### config.mk
export PLATFORM = sky130hd
export DESIGN_NAME = pipe_stage_skid
export DESIGN_NICKNAME = d
export VERILOG_FILES = /design/src/rtl/pipe_pkg.sv /design/src/rtl/pipe_slot.sv /design/src/rtl/pipe_stage_skid.sv
export SDC_FILE = /design/constraint.sdc
export NUM_CORES = 1
export LEC_CHECK = 0
export CORE_AREA = 2 2 145 119
export CTS_CLUSTER_SIZE = 10
export DETAILED_ROUTE_END_ITERATION = 16
export DIE_AREA = 0 0 147 121
export HOLD_SLACK_MARGIN = 0.05
export PLACE_DENSITY = 0.68
export SYNTH_ARGS = -nofsm -noshare
export SYNTH_HDL_FRONTEND = slang
export SYNTH_HIERARCHICAL = 1
export SYNTH_SLANG_ARGS = --single-unit
### constraint.sdc
create_clock -name clk -period 1.4 [get_ports clk]
set_input_delay 0.42 -clock clk [delete_from_list [all_inputs] [get_ports clk]]
set_output_delay 0.42 -clock clk [all_outputs]
set_load 0.02 [all_outputs]
### src/rtl/pipe_pkg.sv
// rtl/pipe_pkg.sv - shared constants for the elastic pipeline stages
// Contents:
//   ST_EMPTY/ST_FULL/ST_SKID  state encoding; each value equals the buffered-beat count
//   PIPE_WIDTH/PIPE_LANES     default lane width and lane count for all pipeline stages
//   pipe_state_t              2-bit state type
package pipe_pkg;

    localparam logic [1:0] ST_EMPTY = 2'd0;
    localparam logic [1:0] ST_FULL  = 2'd1;
    localparam logic [1:0] ST_SKID  = 2'd2;

    localparam int PIPE_WIDTH = 32;
    localparam int PIPE_LANES = 2;

    typedef logic [1:0] pipe_state_t;

endpackage

### src/rtl/pipe_slot.sv
// rtl/pipe_slot.sv - data register with synchronous clear and load enable
// Ports:
//   clk    in   rising-edge clock
//   clr_i  in   synchronous clear to zero; wins over load
//   ld_i   in   load d_i
//   d_i    in   DW-bit data in
//   q_o    out  DW-bit registered data
module pipe_slot #(
    parameter int DW = 64
) (
    input  logic          clk,
    input  logic          clr_i,
    input  logic          ld_i,
    input  logic [DW-1:0] d_i,
    output logic [DW-1:0] q_o
);

    logic [DW-1:0] data_q;

    always_ff @(posedge clk) begin
        if (clr_i) begin
            data_q <= '0;
        end else if (ld_i) begin
            data_q <= d_i;
        end
    end

    assign q_o = data_q;

endmodule

### src/rtl/pipe_stage_skid.sv
// rtl/pipe_stage_skid.sv - elastic pipeline register with main + skid entries
// Optional feature: define PIPE_STAGE_STALL_CNT_EN to add the stall_cycles counter port.
// Ports:
//   clk           in   rising-edge clock
//   reset         in   synchronous active-high reset (priority over flush)
//   flush         in   discard all buffered beats this cycle
//   in_valid      in   upstream beat present
//   in_ready      out  stage can accept; function of registered state only
//   in_data       in   LANES*WIDTH beat, lane k = in_data[k*WIDTH +: WIDTH]
//   out_valid     out  beat presented downstream
//   out_ready     in   downstream accepts
//   out_data      out  main-entry data; zero while out_valid = 0
//   occupancy     out  buffered beats, 0..2
//   stall_cycles  out  (macro only) saturating count of out_valid & !out_ready cycles
module pipe_stage_skid
    import pipe_pkg::*;
#(
    parameter int WIDTH = PIPE_WIDTH,
    parameter int LANES = PIPE_LANES
) (
    input  logic                   clk,
    input  logic                   reset,
    input  logic                   flush,
    input  logic                   in_valid,
    output logic                   in_ready,
    input  logic [LANES*WIDTH-1:0] in_data,
    output logic                   out_valid,
    input  logic                   out_ready,
    output logic [LANES*WIDTH-1:0] out_data,
    output logic [1:0]             occupancy
`ifdef PIPE_STAGE_STALL_CNT_EN
    ,
    output logic [31:0]            stall_cycles
`endif
);

    localparam int DW = LANES * WIDTH;

    pipe_state_t   state_q;
    pipe_state_t   state_d;
    logic          in_xfer;
    logic          out_xfer;

    logic          main_clr;
    logic          main_ld;
    logic [DW-1:0] main_d;
    logic [DW-1:0] main_q;
    logic          skid_clr;
    logic          skid_ld;
    logic [DW-1:0] skid_q;

    // Handshake outputs come straight from the state register, so out_ready
    // never reaches in_ready combinationally.
    assign in_ready  = (state_q != ST_SKID);
    assign out_valid = (state_q != ST_EMPTY);
    assign occupancy = state_q;
    assign out_data  = main_q;

    assign in_xfer  = in_valid & in_ready;
    assign out_xfer = out_valid & out_ready;

    always_comb begin
        state_d = state_q;
        if (reset || flush) begin
            state_d = ST_EMPTY;
        end else begin
            case (state_q)
                ST_EMPTY: if (in_xfer) state_d = ST_FULL;
                ST_FULL: begin
                    if (in_xfer && !out_xfer) begin
                        state_d = ST_SKID;
                    end else if (!in_xfer && out_xfer) begin
                        state_d = ST_EMPTY;
                    end
                end
                ST_SKID:  if (out_xfer) state_d = ST_FULL;
                default:  state_d = ST_EMPTY;
            endcase
        end
    end

    always_ff @(posedge clk) begin
        if (reset) begin
            state_q <= ST_EMPTY;
        end else begin
            state_q <= state_d;
        end
    end

    // Main entry is cleared whenever the stage drains to empty so that
    // out_data reads zero while out_valid is low.
    assign main_clr = reset | flush | ((state_q == ST_FULL) & out_xfer & ~in_xfer);
    assign main_ld  = ((state_q == ST_EMPTY) & in_xfer)
                    | ((state_q == ST_FULL)  & in_xfer & out_xfer)
                    | ((state_q == ST_SKID)  & out_xfer);
    assign main_d   = (state_q == ST_SKID) ? skid_q : in_data;

    // Skid entry only ever holds the second-oldest beat.
    assign skid_clr = reset | flush | ((state_q == ST_SKID) & out_xfer);
    assign skid_ld  = (state_q == ST_FULL) & in_xfer & ~out_xfer;

    pipe_slot #(.DW(DW)) u_main (
        .clk   (clk),
        .clr_i (main_clr),
        .ld_i  (main_ld),
        .d_i   (main_d),
        .q_o   (main_q)
    );

    pipe_slot #(.DW(DW)) u_skid (
        .clk   (clk),
        .clr_i (skid_clr),
        .ld_i  (skid_ld),
        .d_i   (in_data),
        .q_o   (skid_q)
    );

`ifdef PIPE_STAGE_STALL_CNT_EN
    logic [31:0] stall_q;

    // Flush deliberately does not clear the count.
    always_ff @(posedge clk) begin
        if (reset) begin
            stall_q <= '0;
        end else if (out_valid && !out_ready && (stall_q != 32'hFFFF_FFFF)) begin
            stall_q <= stall_q + 32'd1;
        end
    end

    assign stall_cycles = stall_q;
`endif

endmodule

[Yosys cells after proc, flatten, opt, wreduce, memory -nomap -nowiden]
Cells that the tools add are included.
Storage, ports and cells
  output and inout port bits: 68
  word-level logic and storage cells: 40
  register bits after elaboration: 130
Operators by class
  muxes and demuxes: 6
  reduce and logical (&&, ||, !) cells: 9
  equality and inequality tests: 6
  bitwise gates (word level): 16
Operators by type and width (number)
  64-bit two-way mux: 1
  1-bit bitwise AND: 9
  2-bit two-way mux: 4
  2-bit inequality test, second input constant: 3
  2-bit one-hot mux with 3 select lines: 1
  1-bit OR: 5
  3-bit inequality test, second input constant: 1
  3-bit AND reduction: 1
  2-bit by 1-bit == test with 1-bit output, second input constant: 1
  2-bit == test, second input constant: 1
  1-bit logical AND: 2
  1-bit zero test: 2
  2-bit zero test: 1
  1-bit inverter: 2
  2-bit nonzero test: 1
  2-bit OR reduction: 1
  1-bit logical OR: 1

[Logic depth before layout (Yosys ltp)]
  word-level depth: 7
  mapped depth: 9
  mapped depth without buffers: 6

[Modules after synthesis]
The synthesis kept the hierarchy.
Modules (own cells, without submodules)
  pipe_slot: area an instance 2290.9 sq um, times used 2, seq. area each 1281.2 sq um, cells an instance 206
  pipe_stage_skid: area an instance 1008.5 sq um, times used 1, seq. area each 40.0 sq um, cells an instance 228

[Least setup slack after synthesis]
Ideal clock, no wire load.
  path kind: flip-flop to flip-flop
  start point: reg state_q[1] (netlist: occupancy[1])
  end point: reg u_skid.data_q[10] (netlist: u_skid/q_o[10])
  clock period less this slack: 1.651 ns
  setup time: 0.128 ns
  arrival time: 1.524 ns
  data required time: 1.272 ns
  cell stages (with the launch flop): 9
  slack: -0.251 ns
  path through: dfxtp_1 > buf_4 > nor2b_4 > buf_4 > nand2_1 > nand2_1 > clkbuf_2 > buf_1 > nor2_1
On the way
  longest elaborated chain between the ends: 4
  elaborated cells on any way between the ends: 11
  those cells by class: 3 x eq/ne; 7 x bitwise; 1 x reduce/logical
RTL lines
  from (decl): RTL line pipe_stage_skid.sv:39  | pipe_state_t state_q;
  from (signal assigned): RTL line pipe_stage_skid.sv:86  | state_q <= state_d;
  2-bit nonzero test: RTL line pipe_stage_skid.sv:55  | assign out_valid = (state_q != ST_EMPTY);
  1-bit bitwise AND: RTL line pipe_stage_skid.sv:60  | assign out_xfer = out_valid & out_ready;
  1-bit bitwise AND (*): RTL line pipe_stage_skid.sv:99  | assign skid_clr = reset | flush | ((state_q == ST_SKID) & out_xfer);
  1-bit OR (*): RTL line pipe_stage_skid.sv:99
  via skid_clr: RTL line pipe_stage_skid.sv:48  | logic skid_clr;
  to (signal assigned): RTL line pipe_slot.sv:24  | data_q <= d_i;
  to (decl): RTL line pipe_slot.sv:18  | logic [DW-1:0] data_q;
Mark *: on every way through the listed nets, which the timed path passes. The rest lies on a longest branch.
A chain may end at the register's enable or synchronous reset.

[Final worst setup path]
  start point: reg state_q[1] (netlist: occupancy[1])
  end point: reg u_skid.data_q[42] (netlist: u_skid/q_o[42])
On the way
  longest elaborated chain between the ends: 4
  elaborated cells on any way between the ends: 11
  those cells by class: 3 x eq/ne; 7 x bitwise; 1 x reduce/logical
RTL lines
  2-bit inequality test / 2-bit nonzero test (equally long branches): RTL line pipe_stage_skid.sv:54, pipe_stage_skid.sv:55
  1-bit bitwise AND, on equally long branches: RTL line pipe_stage_skid.sv:59, pipe_stage_skid.sv:60
  1-bit bitwise AND / 1-bit inverter (equally long branches): RTL line pipe_stage_skid.sv:100  | assign skid_ld = (state_q == ST_FULL) & in_xfer & ~out_xfer;
  1-bit bitwise AND (*): RTL line pipe_stage_skid.sv:100
  via skid_ld: RTL line pipe_stage_skid.sv:49  | logic skid_ld;
Marks and branches as above.

==> results.md <==
### Status
- finished, violations left — result of the run
- setup timing — violated checks

### Timing
- 0.0110 ns — final clock skew
- -20.36 ns — Sum Neg Setup Slack
- 132 — Setup Viol. Count Final
- 0.332 ns — slew at the pin closest to its max-slew limit
- 0.437 ns — Hold Slack
- 0.779 — tightest slew margin relative to the limit
- 0.625 GHz — achievable frequency
- 1.60 ns — time the final worst path needs with I/O delays and setup
- -0.201 ns — setup ws final
- 0 — Pins Over Slew Limit
- true — setup repair after global routing missed its margin
- 1.14 — Period Utilization, post-route
- 0 — total count of hold-check failures in the final report

### Route
- 4.54 — number of vias per cell after detailed routing
- 0 — antenna violation net count after detailed routing
- 14.6 um — wire length per cell
- 206 — number of DRC markers in iteration 0
- 0 — DRC violations left
- 15100 um — wire length reported by the detailed router
- 4684 — total via count in the routed design
- 4 — number of search-and-repair iterations in the first detailed-routing pass

### Floorplan
- 137 — number of primary I/O pins
- 17800 um2 — die outline area
- 42 — Placement Rows
- 121 um — die height
- 0.343 — Initial Utilization
- 16300 um2 — area inside the core boundary
- 147 um — horizontal die dimension

### Yosys
- 0.466 — post-synthesis sequential area ratio
- 195 x sky130_fd_sc_hd__nand2_1, 132 x sky130_fd_sc_hd__nor2_1, 130 x sky130_fd_sc_hd__dfxtp_1 — cell types with the highest counts after synthesis
- 130 — count of state elements after synthesis
- 5590 um2 — combined area of all synthesized cells
- sky130_fd_sc_hd__dfxtp_1 — cell type with the largest total area after synthesis
- 6 — Yosys warnings
- sky130_fd_sc_hd__dfxtp_1 — dominant synthesized flop cell
- sky130_fd_sc_hd__dfxtp_1 47%, sky130_fd_sc_hd__mux2i_1 23%, sky130_fd_sc_hd__nand2_1 13% — top cells by area, synth
- sky130_fd_sc_hd__nand2_1 — library cell with the highest instance count after synthesis
- 0 — Post-synth ARST share
- 640 — post-synthesis instance total
- 0.466 — top-area cell type share of the netlist area
- 709 — net count after synthesis
- 0 — count of flip-flops with a built-in enable after synthesis
- 20 — number of different library cells in the post-synthesis netlist
- 8.73 um2 — Synth Area per Inst

### Global routing
- 22900 um — first-pass GRT wire length
- 0.164 — aggregate global-route resource usage
- 0 — GRT overflow
- 0 — initial antenna violation count
- 4423 — via count of the first global-routing pass
- 40 — maximum number of pins on one net before global-route repair

### Setup path
- simple AND/OR/NAND/NOR gates — Largest delay share family, worst path
- 0.36 ns — crit-path max cell delay
- flip-flop to flip-flop — Crit Path Class
- flip-flop — type of element launching the critical path
- 3 — Crit path buffers/inverters
- sky130_fd_sc_hd__dfxtp_4 — critical path's slowest cell
- 1.69 ns — data required time at the worst endpoint
- buf_12 -> nand3b_1 -> nor2_4 -> buf_12 -> clkbuf_16 -> mux2i_1 -> nor2_1 — cell chain of the critical path
- -0.20 ns — internal reg-to-reg setup slack
- flip-flop — Setup crit end kind
- sky130_fd_sc_hd__buf_12 — Most common cell on crit path
- 1.90 ns — data arrival time of the worst path
- 6 — maximum net fanout on the critical path

### CTS
- 0 — number of buffers inserted by hold repair at cts
- 4 — deepest level of the CTS H-tree
- 130 — Num Clock Sinks
- 0.05 ns — CTS clk-pin slew, worst paths
- 2 — CTS Buffer Depth
- 0.42 ns — clock latency of the later-clocked register in the worst-skew pair
- 17 — CTS buffer count
- done — clock tree from TritonCTS
- sky130_fd_sc_hd__clkbuf_16 — CTS Root Cell

### Final layout
- 867 — count of nets after finishing
- 43.8% — area delta synth->final
- 0.201 — fraction of layout instances using a drive strength above 1
- 0.493 — Core Util, Final
- 8040 um2 — post-route cell area
- 1032 — post-route insts no fill

### Worst hold path
- primary input to flip-flop — worst hold-check path type

### Job
- 0 — max-cap check violation count

### Place
- 8870 um — detailed placement HPWL
- -0.641 ns — post-placement setup slack
- 981 — DP Cell Count
- 0.705 — weighted congestion at the end of routability-driven global placement
- 7250 um2 — dpl cell area
- 136 — number of port buffers

### Power and ir drop
- 9.63 mW — PnR Total Power
- 0.791 mV — maximum resistive drop on vdd
- 1200 nW/um2 — pwr/cell area
- 3.60 nW — leakage

power by group:
part	internal [mW]	switching (mW)
clock	2.99	1.62
combinational	0.617	0.565
sequential	3.79	0.0496
total	7.40	2.23
kinds of logic (layout without fill, tap and decap cells):
| logic type | count (synthesis) | in the layout | synth area share |
|---|---|---|---|
| and+or+nand+nor | 333 | 333 | 0.228 |
| DFF | 130 | 130 | 0.466 |
| muxes | 129 | 129 | 0.231 |
| buffers and inverters | 44 | 215 | 0.0696 |
| AOI/OAI and AO/OA | 4 | 4 | 0.00627 |
| other | 0 | 1 | 0 |
layer usage:
metal  GRT usage  vias up  wire length [um]
met4      0.0493        0               178
li1            -     2370                 -
met3      0.0500       13              1000
met2       0.255      145              6680
met1       0.221     2156              7230
met5           0        -                 0
layout by cell type (no fill, tap or decap), drive strengths merged:
cell,count
clkdlybuf4s50,66
inv,1
clkinv,4
o31a,1
nor2,132
nand2b,2
or2,1
clkbuf,31
o22ai,1
diode,1
clkinvlp,1
mux2i,129
a2111oi,1
nand3b,1
nor2b,1
o21ai,1
buf,107
dlymetal6s2s,2
nor3,1
dfxtp,130
nand2,195
bufinv,3
worst min-delay path: cells and delay by family:
kind,cells,cell delay (ns)
compound gates,1,0.06
buf+inv,2,0.34
final timing paths:
| kind | from | end | cells after the start |
|---|---|---|---|
| max | occupancy[1]$_SDFFE_PP0P_ | u_skid/q_o[42]$_SDFFE_PP0P_ | 7 |
| min | out_ready | occupancy[1]$_SDFFE_PP0P_ | 3 |
| max reg2reg | occupancy[1]$_SDFFE_PP0P_ | u_skid/q_o[42]$_SDFFE_PP0P_ | 7 |
| min reg2reg | u_main/q_o[56]$_SDFFE_PP0P_ | u_main/q_o[56]$_SDFFE_PP0P_ | 2 |
cell type report:
class | count | area [um2]
fillers | 1561 | 8250
repair buffers | 182 | 1840
inverters | 1 | 3.75
clock buffers | 24 | 492
clock inverters | 8 | 125
flip-flops and latches | 130 | 2610
diodes | 1 | 2.50
multi-input cells | 466 | 2690
well taps | 220 | 275
registers in the layout (all words and copies together), names as in the netlist:
register	flops
occupancy	2
u_main/q_o	64
u_skid/q_o	64
repair_timing:
action,in CTS,in global routing
endpoints found under the setup margin,197,138
setup buffers,8,1
gates resized for setup,285,25
gates cloned,2,8
pin swaps,2,7
Note: power is estimated with default switching activity, not from simulation.
